**src/rtl/qspi_bus_arbiter.sv**
```systemverilog
// Two-master quad-SPI pin arbiter: whole-transaction grants, pin mux, CS-high gap between owners.
// Optional owner timeout is compiled in when QSPI_ARB_TIMEOUT_EN is defined.
module qspi_bus_arbiter #(
    parameter int CS_GAP  = 4,
    parameter int TIMEOUT = 1024
) (
    input  logic       ACLK,
    input  logic       ARESET,
    input  logic       init_done,
    input  logic [1:0] req,
    input  logic [1:0] done,
    output logic [1:0] gnt,
    output logic       busy,
    output logic       timeout,
    input  logic       rq0_cs_n,
    input  logic       rq0_sclk,
    input  logic [3:0] rq0_io_o,
    input  logic [3:0] rq0_io_oe,
    input  logic       rq1_cs_n,
    input  logic       rq1_sclk,
    input  logic [3:0] rq1_io_o,
    input  logic [3:0] rq1_io_oe,
    output logic [3:0] rq_io_i,
    output logic       flash_cs_n,
    output logic       flash_sclk,
    output logic [3:0] flash_io_o,
    output logic [3:0] flash_io_oe,
    input  logic [3:0] flash_io_i
);
    localparam int GAP_W = (CS_GAP > 1) ? $clog2(CS_GAP) : 1;

    if (CS_GAP < 1 || TIMEOUT < 2) begin : g_bad_params
        $error("qspi_bus_arbiter: CS_GAP must be >= 1 and TIMEOUT >= 2");
    end

    typedef enum logic [1:0] {
        ST_IDLE,
        ST_OWN0,
        ST_OWN1,
        ST_GAP
    } state_t;

    state_t             state_reg, state_next;
    logic               last_owner_reg, last_owner_next;
    logic [GAP_W-1:0]   gap_cnt_reg, gap_cnt_next;
    logic [1:0]         gnt_reg;
    logic [1:0]         eligible;
    logic               owning;
    logic               own_idx;
    logic               release_now;
    logic               to_expired;

    // Requester 1 is invisible to arbitration until the init engine has finished.
    assign eligible    = {req[1] & init_done, req[0]};
    assign owning      = (state_reg == ST_OWN0) || (state_reg == ST_OWN1);
    assign own_idx     = (state_reg == ST_OWN1);
    assign release_now = done[own_idx] | ~req[own_idx];

    always_comb begin
        state_next      = state_reg;
        last_owner_next = last_owner_reg;
        gap_cnt_next    = '0;
        case (state_reg)
            ST_IDLE: begin
                if (eligible[0] && eligible[1])
                    state_next = last_owner_reg ? ST_OWN0 : ST_OWN1;
                else if (eligible[0])
                    state_next = ST_OWN0;
                else if (eligible[1])
                    state_next = ST_OWN1;
            end
            ST_OWN0, ST_OWN1: begin
                if (release_now || to_expired) begin
                    state_next      = ST_GAP;
                    last_owner_next = own_idx;
                end
            end
            ST_GAP: begin
                if (gap_cnt_reg == GAP_W'(CS_GAP - 1))
                    state_next = ST_IDLE;
                else
                    gap_cnt_next = gap_cnt_reg + GAP_W'(1);
            end
            default: state_next = ST_IDLE;
        endcase
    end

    always_ff @(posedge ACLK) begin
        if (ARESET) begin
            state_reg      <= ST_IDLE;
            last_owner_reg <= 1'b1;
            gap_cnt_reg    <= '0;
            gnt_reg        <= 2'b00;
        end else begin
            state_reg      <= state_next;
            last_owner_reg <= last_owner_next;
            gap_cnt_reg    <= gap_cnt_next;
            gnt_reg        <= {state_next == ST_OWN1, state_next == ST_OWN0};
        end
    end

`ifdef QSPI_ARB_TIMEOUT_EN
    localparam int TO_W = $clog2(TIMEOUT);

    logic [TO_W-1:0] to_cnt_reg;
    logic            timeout_reg;
    logic            force_rel;

    // Ownership is only ever entered from IDLE, so clearing there restarts the count per grant.
    always_ff @(posedge ACLK) begin
        if (ARESET || state_reg == ST_IDLE)
            to_cnt_reg <= '0;
        else if (owning)
            to_cnt_reg <= to_cnt_reg + TO_W'(1);
    end

    assign to_expired = owning && (to_cnt_reg == TO_W'(TIMEOUT - 1));
    assign force_rel  = to_expired && !release_now;

    always_ff @(posedge ACLK) begin
        if (ARESET)
            timeout_reg <= 1'b0;
        else
            timeout_reg <= force_rel;
    end

    assign timeout = timeout_reg;
`else
    assign to_expired = 1'b0;
    assign timeout    = 1'b0;
`endif

    assign gnt     = gnt_reg;
    assign busy    = (state_reg != ST_IDLE);
    assign rq_io_i = flash_io_i;

    // Pins follow the registered state; anything but ownership parks them.
    always_comb begin
        flash_cs_n  = 1'b1;
        flash_sclk  = 1'b0;
        flash_io_o  = 4'h0;
        flash_io_oe = 4'h0;
        if (state_reg == ST_OWN0) begin
            flash_cs_n  = rq0_cs_n;
            flash_sclk  = rq0_sclk;
            flash_io_o  = rq0_io_o;
            flash_io_oe = rq0_io_oe;
        end else if (state_reg == ST_OWN1) begin
            flash_cs_n  = rq1_cs_n;
            flash_sclk  = rq1_sclk;
            flash_io_o  = rq1_io_o;
            flash_io_oe = rq1_io_oe;
        end
    end
endmodule

```
**config.mk**
```make
export PLATFORM = sky130hd
export DESIGN_NAME = qspi_bus_arbiter
export DESIGN_NICKNAME = d
export VERILOG_FILES = /design/src/rtl/qspi_bus_arbiter.sv
export SDC_FILE = /design/constraint.sdc
export NUM_CORES = 1
export LEC_CHECK = 0
export ABC_AREA = 0
export BUFFER_PORTS_ARGS = -buffer_cell sky130_fd_sc_hd__buf_2
export CAP_MARGIN = 30
export CELL_PAD_IN_SITES_DETAIL_PLACEMENT = 1
export CELL_PAD_IN_SITES_GLOBAL_PLACEMENT = 1
export CORE_MARGIN = 4
export CORE_UTILIZATION = 27
export CTS_CLUSTER_SIZE = 25
export DETAILED_ROUTE_END_ITERATION = 10
export GPL_TIMING_DRIVEN = 0
export MAX_ROUTING_LAYER = met4
export PLACE_DENSITY = 0.8
export SYNTH_ARGS = -nofsm -noshare
export SYNTH_HDL_FRONTEND = slang
export SYNTH_SLANG_ARGS = --single-unit
export TNS_END_PERCENT = 100
```
**constraint.sdc**
```tcl
create_clock -name ACLK -period 2.41 [get_ports ACLK]
set_input_delay 0 -clock ACLK [delete_from_list [all_inputs] [get_ports ACLK]]
set_output_delay 0 -clock ACLK [all_outputs]
set_load 0.01 [all_outputs]
```
# --- Word level (Yosys, flattened, before mapping) ---
# Cells that the tools add are included.
totals:
  reg_bits: 7
  in_bits: 31
  wordCells: 41
classes:
  n_addsub: 1
  n_lt_le_gt_ge: 1
  n_eq_ne: 6
  n_mux: 19
  bitwise_logic: 4
  n_reduce_logical: 6
ops:
  columns: ["op", "count"]
  rows:
  - ["two-way mux 4 bit", 4]
  - ["two-way mux 2 bit", 6]
  - ["== test 2 bit, second input constant", 4]
  - ["two-way mux 1 bit", 8]
  - ["case mux 2 bit (3 select lines)", 1]
  - ["== test 2 x 1 -> 1 bit, second input constant", 2]
  - ["OR reduction 3 bit", 1]
  - ["adder 2 x 1 -> 2 bit, second input constant", 1]
  - ["logical NOT 2 bit", 1]
  - ["< comparator 1 x 2 -> 1 bit, second input constant", 1]
  - ["inverter 1 bit", 2]
  - ["AND reduction 2 bit", 1]
  - ["nonzero test 2 bit", 1]
  - ["OR reduction 2 bit", 1]
  - ["AND 1 bit", 1]
  - ["logical AND 1 bit", 1]
  - ["OR 1 bit", 1]

# --- Depth between registers and ports, before layout ---
# Gate-level depths: netlist of the first run.
logic_depth:
  word_depth: 8
  mapped_depth: 6

# --- Worst setup path before layout of the first run ---
# No wires, ideal clock.
synth_path:
  path_type: "reg-to-reg"
  from: "register state_reg[0]"
  to: "register gnt_reg[1] (netlist: gnt[1])"
  setup_ps: 72
  arrival_time_ps: 1385
  slack_ps: 953
  stages_incl_launch_ff: 7
  path_buffers: 0
  synth_period_minus_slack_ps: 1457
  path_cell_list: "dfxtp_1 inv_1 ha_1 mux2_4 a21oi_2 nor3b_2 nor3b_2"
synth_via:
  elab_chain_cells: 8
  word_cells_on_any_way: 18
synth_lines:
  columns: ["element", "line_no", "text"]
  rows:
  - ["from (decl)", "43", "state_t state_reg, state_next;"]
  - ["from (signal assigned)", "95", "state_reg <= state_next;"]
  - ["== test 2 bit", "56, 63", null]
  - ["two-way mux 1 bit (implied by the code) (2 in series)", "57", "assign release_now = done[own_idx] | ~req[own_idx];"]
  - ["inverter 1 bit", "57", null]
  - ["OR 1 bit", "57", null]
  - ["two-way mux 2 bit", "73", "if (release_now || to_expired) begin"]
  - ["case mux 2 bit (3 select lines) (*)", "63", "case (state_reg)"]
  - ["== test 2 bit (*)", "98", "gnt_reg <= {state_next == ST_OWN1, state_next == ST_OWN0};"]
  - ["to (signal assigned)", "98", null]
  - ["to (decl)", "46", "logic [1:0] gnt_reg;"]
# Every way passes the cells marked *; elsewhere a longest branch is shown, timed or not. The select of a mux whose other input is x is not followed.
# A chain may end at the register's enable or synchronous reset.

# --- Final worst setup path of the first run ---
layout_path:
  from: "register state_reg[0]"
  to: "output port flash_io_oe[3]"
layout_via:
  elab_chain_cells: 3
  word_cells_on_any_way: 4
layout_lines:
  columns: ["element", "line_no", "text"]
  rows:
  - ["== test 2 bit", "148", "end else if (state_reg == ST_OWN1) begin"]
  - ["two-way mux 4 bit", "148", null]
  - ["two-way mux 4 bit (*)", "143", "if (state_reg == ST_OWN0) begin"]
  - ["to (decl)", "27", "output logic [3:0] flash_io_oe,"]
# Every way passes the cells marked *; elsewhere a longest branch is shown, timed or not.

==> results.yml, run 1 <==
route:
  wl_met1_um: 816
  drtIter0Drc: 7
  drc_errors: 0
  wl_met2_um: 786
  routed.top_layer: "met3"
  drtAntennaViolNets: 0
  wl_mm: 1.84
  wl_met3_um: 236
  via_count: 688
  first_pass_iters: 2
  post_drt_wl_per_cell_um: 12.7
  routed_via_density: 4.74
clocking:
  numClockSinks: 7
  path_clk_slew_ns: 0.05
  cts-htree-levels: 1
  clockRootBuffer: "clkbuf_4"
  postCtsHoldBufs: 0
  cts_tree: "built"
  post_cts_buffers: 0
  ctsResizeCount: 0
  clk_path_buf_depth: 2
  clk_latency_ns: 0.24
  cts-buffers-inserted: 3
synth:
  syn_inst: 71
  synth_area_leaders: "dfxtp_1, ha_1, a22o_1, buf_4, nand3b_1"
  synth_seq_cells: 7
  synth_top_area_share_pct: 22.9
  yosys.area.top_type: "dfxtp_1"
  ys_types: 24
  syn_area_um2: 612
  ys_warn_count: 0
  syn_area_per_cell_um2: 8.62
  synth_nets: 109
  yosysSeqAreaShare_pct: 22.9
timing:
  fmax_mhz: 561
  setup_viol: 0
  tns_ns: 0
  hold_viol_final: 0
  slew_violations: 0
  fin_crit_sh_pct: 73.9
  fin_crit_ns: 1.78
  skew_ns: 0.00127
  rsz0062_at_grt: "no"
global_route:
  gr-total-overflow: 0
  antenna_found_initial: 0
  grt_pass1_wl_mm: 2.96
  grt_pass1_vias: 663
  grt_max_degree: 11
  track_usage_pct: 11.8
power:
  power_density_nw_per_um2: 981
  leakage_nw: 0.481
  power.total_mw: 0.871
  ir_drop_uv: 510
critical_path:
  end_kind: "output pin"
  worstSetupPathType: "flop to output pin"
  crit_path_max_incr_delay_ns: 0.36
  cp_top_family: "buffers and inverters"
  crit_fanout: 9
  cp_num_buf_inv: 3
  cp-start-kind: "flop"
  critical_path_arrival_ns: 1.78
  path_cells: "inv_1, ha_1, nor2b_1, clkbuf_1, a22o_1, buf_2"
  cp.required_ns: 2.41
  critical-path-slowest-cell: "dfxtp_1"
run:
  cap_violations: 0
finish:
  syn_to_final_growth_pct: 45.0
  fin_nets: 157
  fillers: 268
  drive_above_1_share_pct: 49.2
  diodes: 0
place:
  dp_hpwl_mm: 1.59
  routabilityCongestion: 0.795
  port_buffers: 43
die:
  rows: 16
  initial_utilization_pct: 29.7
  core_region_area_um2: 2060
  die-area_um2: 3090
  die_h_um: 55.6
  dieWidth_um: 55.6
  io_pins: 49
worst_hold_path:
  hold_path_class: "primary input to flop"
run_status:
  status: "complete, no violations"
-- path summary, 6_finish.rpt --
check / from / to / slack, ns / cells past startpoint
worst max-delay path: state_reg[0] / flash_io_oe[3] / 0.63 / 6
worst min-delay path: ARESET / state_reg[0] / 0.004 / 2
worst max register to register: state_reg[0] / gnt[1] / 0.73 / 6
worst min register to register: gap_cnt_reg[0] / gap_cnt_reg[0] / 0.43 / 1
-- cells in the mapped netlist --
library cell and number:
a21oi_1 4, a21o_1 1, mux2_4 1, dfxtp_1 7, nor2_1 2, nor2b_1 3, a22oi_2 1, nand3_1 2
mux2i_2 1, a21o_2 1, nor3b_2 2, and3b_1 1, conb_1 1, a22o_1 9, buf_4 5, nor3b_1 1
a21oi_2 1, clkbuf_1 2, nand2_1 7, ha_1 7, inv_1 5, nand3b_1 4, a211oi_1 1, o21ai_0 2
-- layout by cell type (no fill, tap or decap), types with 2 or more instances in the layout --
master	n
a21oi_1	4
a22o_1	9
buf_2	43
buf_4	5
clkbuf_1	3
clkbuf_4	3
dfxtp_1	7
ha_1	7
inv_1	5
nand2_1	7
nand3_1	2
nand3b_1	4
nor2_1	2
nor2b_1	3
nor3b_2	2
o21ai_0	2
-- report_power, final --
part	switching [mW]	total [mW]	internal [mW]
clock network	0.0388	0.102	0.0629
registers	0.0307	0.182	0.152
logic	0.320	0.587	0.267
total	0.389	0.871	0.482
-- cell families after synthesis --
group | after synthesis | synth area share, %
simple gates | 22 | 21.9
compound gates | 20 | 25.2
buf+inv | 12 | 10.4
fa+ha+maj | 7 | 14.3
flops | 7 | 22.9
mux | 2 | 4.70
other cells | 1 | 0.613
-- routing by layer --
metal  vias up  GRT usage, %
met5         -             -
met4         0          3.13
met3         0          4.87
met2        46          18.9
met1       305          13.5
li1        337             -
-- stage by stage --
stage               cell area [um^2]  std cells  setup slack, ns  utilization [%]  hold slack, ns
floorplan                        612         71            0.953                -          0.0724
global placement                 861        141            0.751             41.7           0.187
detailed placement               861        141            0.731             41.7           0.187
CTS                              887        145            0.608             43.0         0.00160
global route                     887        145            0.456             43.0          0.0152
finish                           887        145            0.628             43.0         0.00432
-- final cells by class --
| type | count | area (um^2) | share of cell area, % |
|---|---|---|---|
| Multi-Input combinational cell | 52 | 408 | 46.0 |
| Tap cell | 27 | 33.8 | 3.81 |
| Sequential cell | 7 | 140 | 15.8 |
| Inverter | 5 | 18.8 | 2.12 |
| Clock buffer | 4 | 26.3 | 2.96 |
| Timing Repair Buffer | 43 | 215 | 24.3 |
| Buffer | 7 | 45.0 | 5.08 |
Note: power is estimated with default switching activity, not from simulation.
==> run 2, diff against run 1 <==
- ABC_AREA: 0 -> 1
- CORE_UTILIZATION: 27 -> 23
- PLACE_DENSITY: 0.8 -> 0.74
- clock period: 2.41 -> 1.8 ns (I/O delays scaled with it)
==> run 2 against run 1 <==
  * Sequential power is 36% higher
  * Count of clock-buffer cells in the layout stayed put
  * Setup slack worse by 0.49 ns
  * Synthesized area is 7.6% lower
  * Sequential cell count stayed put
  * Critical endpoint unchanged
  * Largest power group unchanged
  * Highest routed layer unchanged
==> results.yml, run 2 <==
finish:
  drive_above_1_share_pct: 48.8
  diodes: 0
  postLayoutCoreUtil_pct: 37.7
  layout_commonest_cell: "buf_2"
  final_cell_mix: "buf_2, inv_1, nand2_1"
  syn_to_final_growth_pct: 51.8
  fin_nets: 164
synth:
  ys.flop_type: "dfxtp_1"
  yosysSeqAreaShare_pct: 24.8
  syn_area_per_cell_um2: 7.34
  ys_types: 19
  synth_seq_cells: 7
  postSynth.asyncResetShare_pct: 0
  synth_top_area_share_pct: 24.8
  yosys.area.top_type: "dfxtp_1"
  syn_area_um2: 566
  syn_inst: 77
  synth_area_leaders: "dfxtp_1, ha_1, a22o_1, inv_1, nand2_1"
  ys_top_cells_by_count: "inv_1, nand2_1, a22o_1"
  ys_warn_count: 0
  synth_edf_count: 0
  yosysMostFrequentCell: "inv_1"
  synth_nets: 115
place:
  dp_hpwl_mm: 1.52
  port_buffers: 43
  routabilityCongestion: 0.775
route:
  drtAntennaViolNets: 0
  drc_errors: 0
  routed_via_density: 4.35
  wl_mm: 1.76
  first_pass_iters: 2
  post_drt_wl_per_cell_um: 11.5
  drtIter0Drc: 6
  via_count: 665
global_route:
  grtUsageMet2_pct: 18.7
  grt_pass1_vias: 673
  grt_util_met3_pct: 6.11
  grt_max_degree: 11
  grt_busiest_layer: "met2"
  gr-total-overflow: 0
  track_usage_pct: 10.7
  antenna_found_initial: 0
  grt_pass1_wl_mm: 2.79
  grt_use_met1_pct: 10.8
critical_path:
  worstSetupPathType: "flop to output pin"
  cp-start-kind: "flop"
  rr_startpoint: "state_reg[0]"
  critical_path_arrival_ns: 1.67
  critPathLaunch: "state_reg[1]"
  end_kind: "output pin"
  cp.required_ns: 1.80
  crit_fanout: 10
power:
  sequentialPowerShare_pct: 20.7
  combPwrFrac_pct: 67.2
  clkPwrFrac_pct: 12.1
  leakage_nw: 0.513
  power.total_mw: 1.19
  power.switching_mw: 0.559
  ir_drop_uv: 593
  power_density_nw_per_um2: 1390
  p_int_mw: 0.635
  sw_frac_of_total_pct: 46.8
clocking:
  numClockSinks: 7
  cts_tree: "built"
  cts-buffers-inserted: 3
  cts-htree-levels: 1
  clockRootBuffer: "clkbuf_4"
  clk_latency_ns: 0.25
  path_clk_slew_ns: 0.06
  clk_path_buf_depth: 2
die:
  die_h_um: 57.6
  rows: 17
  io_pins: 49
  initial_utilization_pct: 24.8
  core_region_area_um2: 2280
  dieWidth_um: 57.6
  die-area_um2: 3320
timing:
  tns_ns: 0
  setup_viol: 0
  fin_crit_sh_pct: 92.6
  fmax_mhz: 600
  skew_ns: 0.00591
  fin_crit_ns: 1.67
  slew_violations: 0
  hold_viol_final: 0
  rsz0062_at_grt: "no"
run_status:
  status: "complete, no violations"
worst_hold_path:
  min_from: "req[0]"
  hold_path_class: "primary input to flop"
run:
  cap_violations: 0
run 2: changes by cell type in the layout (fill, tap and decap cells not counted), moves of 2 or more:
| cell | change |
|---|---|
| nor2b_1 | -3 |
| clkbuf_1 | -2 |
| inv_1 | +7 |
| nor2_1 | +3 |
| nor3b_2 | -2 |
| nand2_1 | +4 |
| nand3_1 | +2 |
| nand3b_1 | -4 |
| nand2_2 | +4 |
run 2: through the flow:
step | instances | cell area (um^2) | setup WS, ns | hold slack [ns]
6_report | 153 | 858 | 0.133 | 0.156
5_1_grt | 153 | 858 | 0.00437 | 0.187
4_1_cts | 153 | 852 | 0.0113 | 0.143
3_5_place_dp | 148 | 816 | 0.258 | 0.187
3_3_place_gp | 148 | 816 | 0.312 | 0.187
2_1_floorplan | 77 | 566 | 0.447 | 0.0669
run 2: layout make-up:
class | instances | area (um^2)
fillers | 301 | 1420
multi-input cells | 50 | 330
repair buffers | 44 | 225
flip-flops and latches | 7 | 141
inverters | 14 | 55.1
plain buffers | 6 | 45.0
well taps | 28 | 35.0
clock buffers | 4 | 26.3
run 2: power groups by stage:
stage / registers [mW] / logic (mW) / clock network [mW]
2_1_floorplan: 0.245 / 0.540 / 0
3_3_place_gp: 0.242 / 0.767 / 0
3_5_place_dp: 0.249 / 0.800 / 0
4_1_cts: 0.245 / 0.806 / 0.152
5_1_grt: 0.254 / 0.915 / 0.163
6_report: 0.247 / 0.802 / 0.145
run 2: worst max-delay path, cell delays in order, from the launching register on:
cell,delay [ns]
dfxtp_2,0.37
inv_1,0.10
ha_1,0.18
clkbuf_4,0.18
inv_1,0.09
nand2_1,0.10
inv_4,0.12
a22o_1,0.14
buf_2,0.13
run 2: cells by family after synthesis:
family,synth area share (%)
buffers and inverters,16.8
and+or+nand+nor,19.7
DFF,24.8
adders and majority gates,15.5
other,0.663
AOI/OAI and AO/OA,22.6
run 2: worst paths after layout:
kind | end | slack [ns] | cells past startpoint
hold / removal | gnt[1] | 0.16 | 4
setup reg to reg | gnt[0] | 0.26 | 12
setup / recovery | flash_io_oe[3] | 0.13 | 8
hold reg to reg | gap_cnt_reg[0] | 0.42 | 1
run 2: timing repair:
action | CTS | global route
setup buffers | 0 | 0
endpoints found under the setup margin | 0 | 9
hold buffers | 1 | 0
hold endpoints to repair | 2 | 0
gates resized for setup | 0 | 3
run 2: layer usage:
metal	part of all wire (%)	up-vias
li1	-	342
met2	46	40
met3	16	0
met1	38	283
met4	0	0
met5	0	-
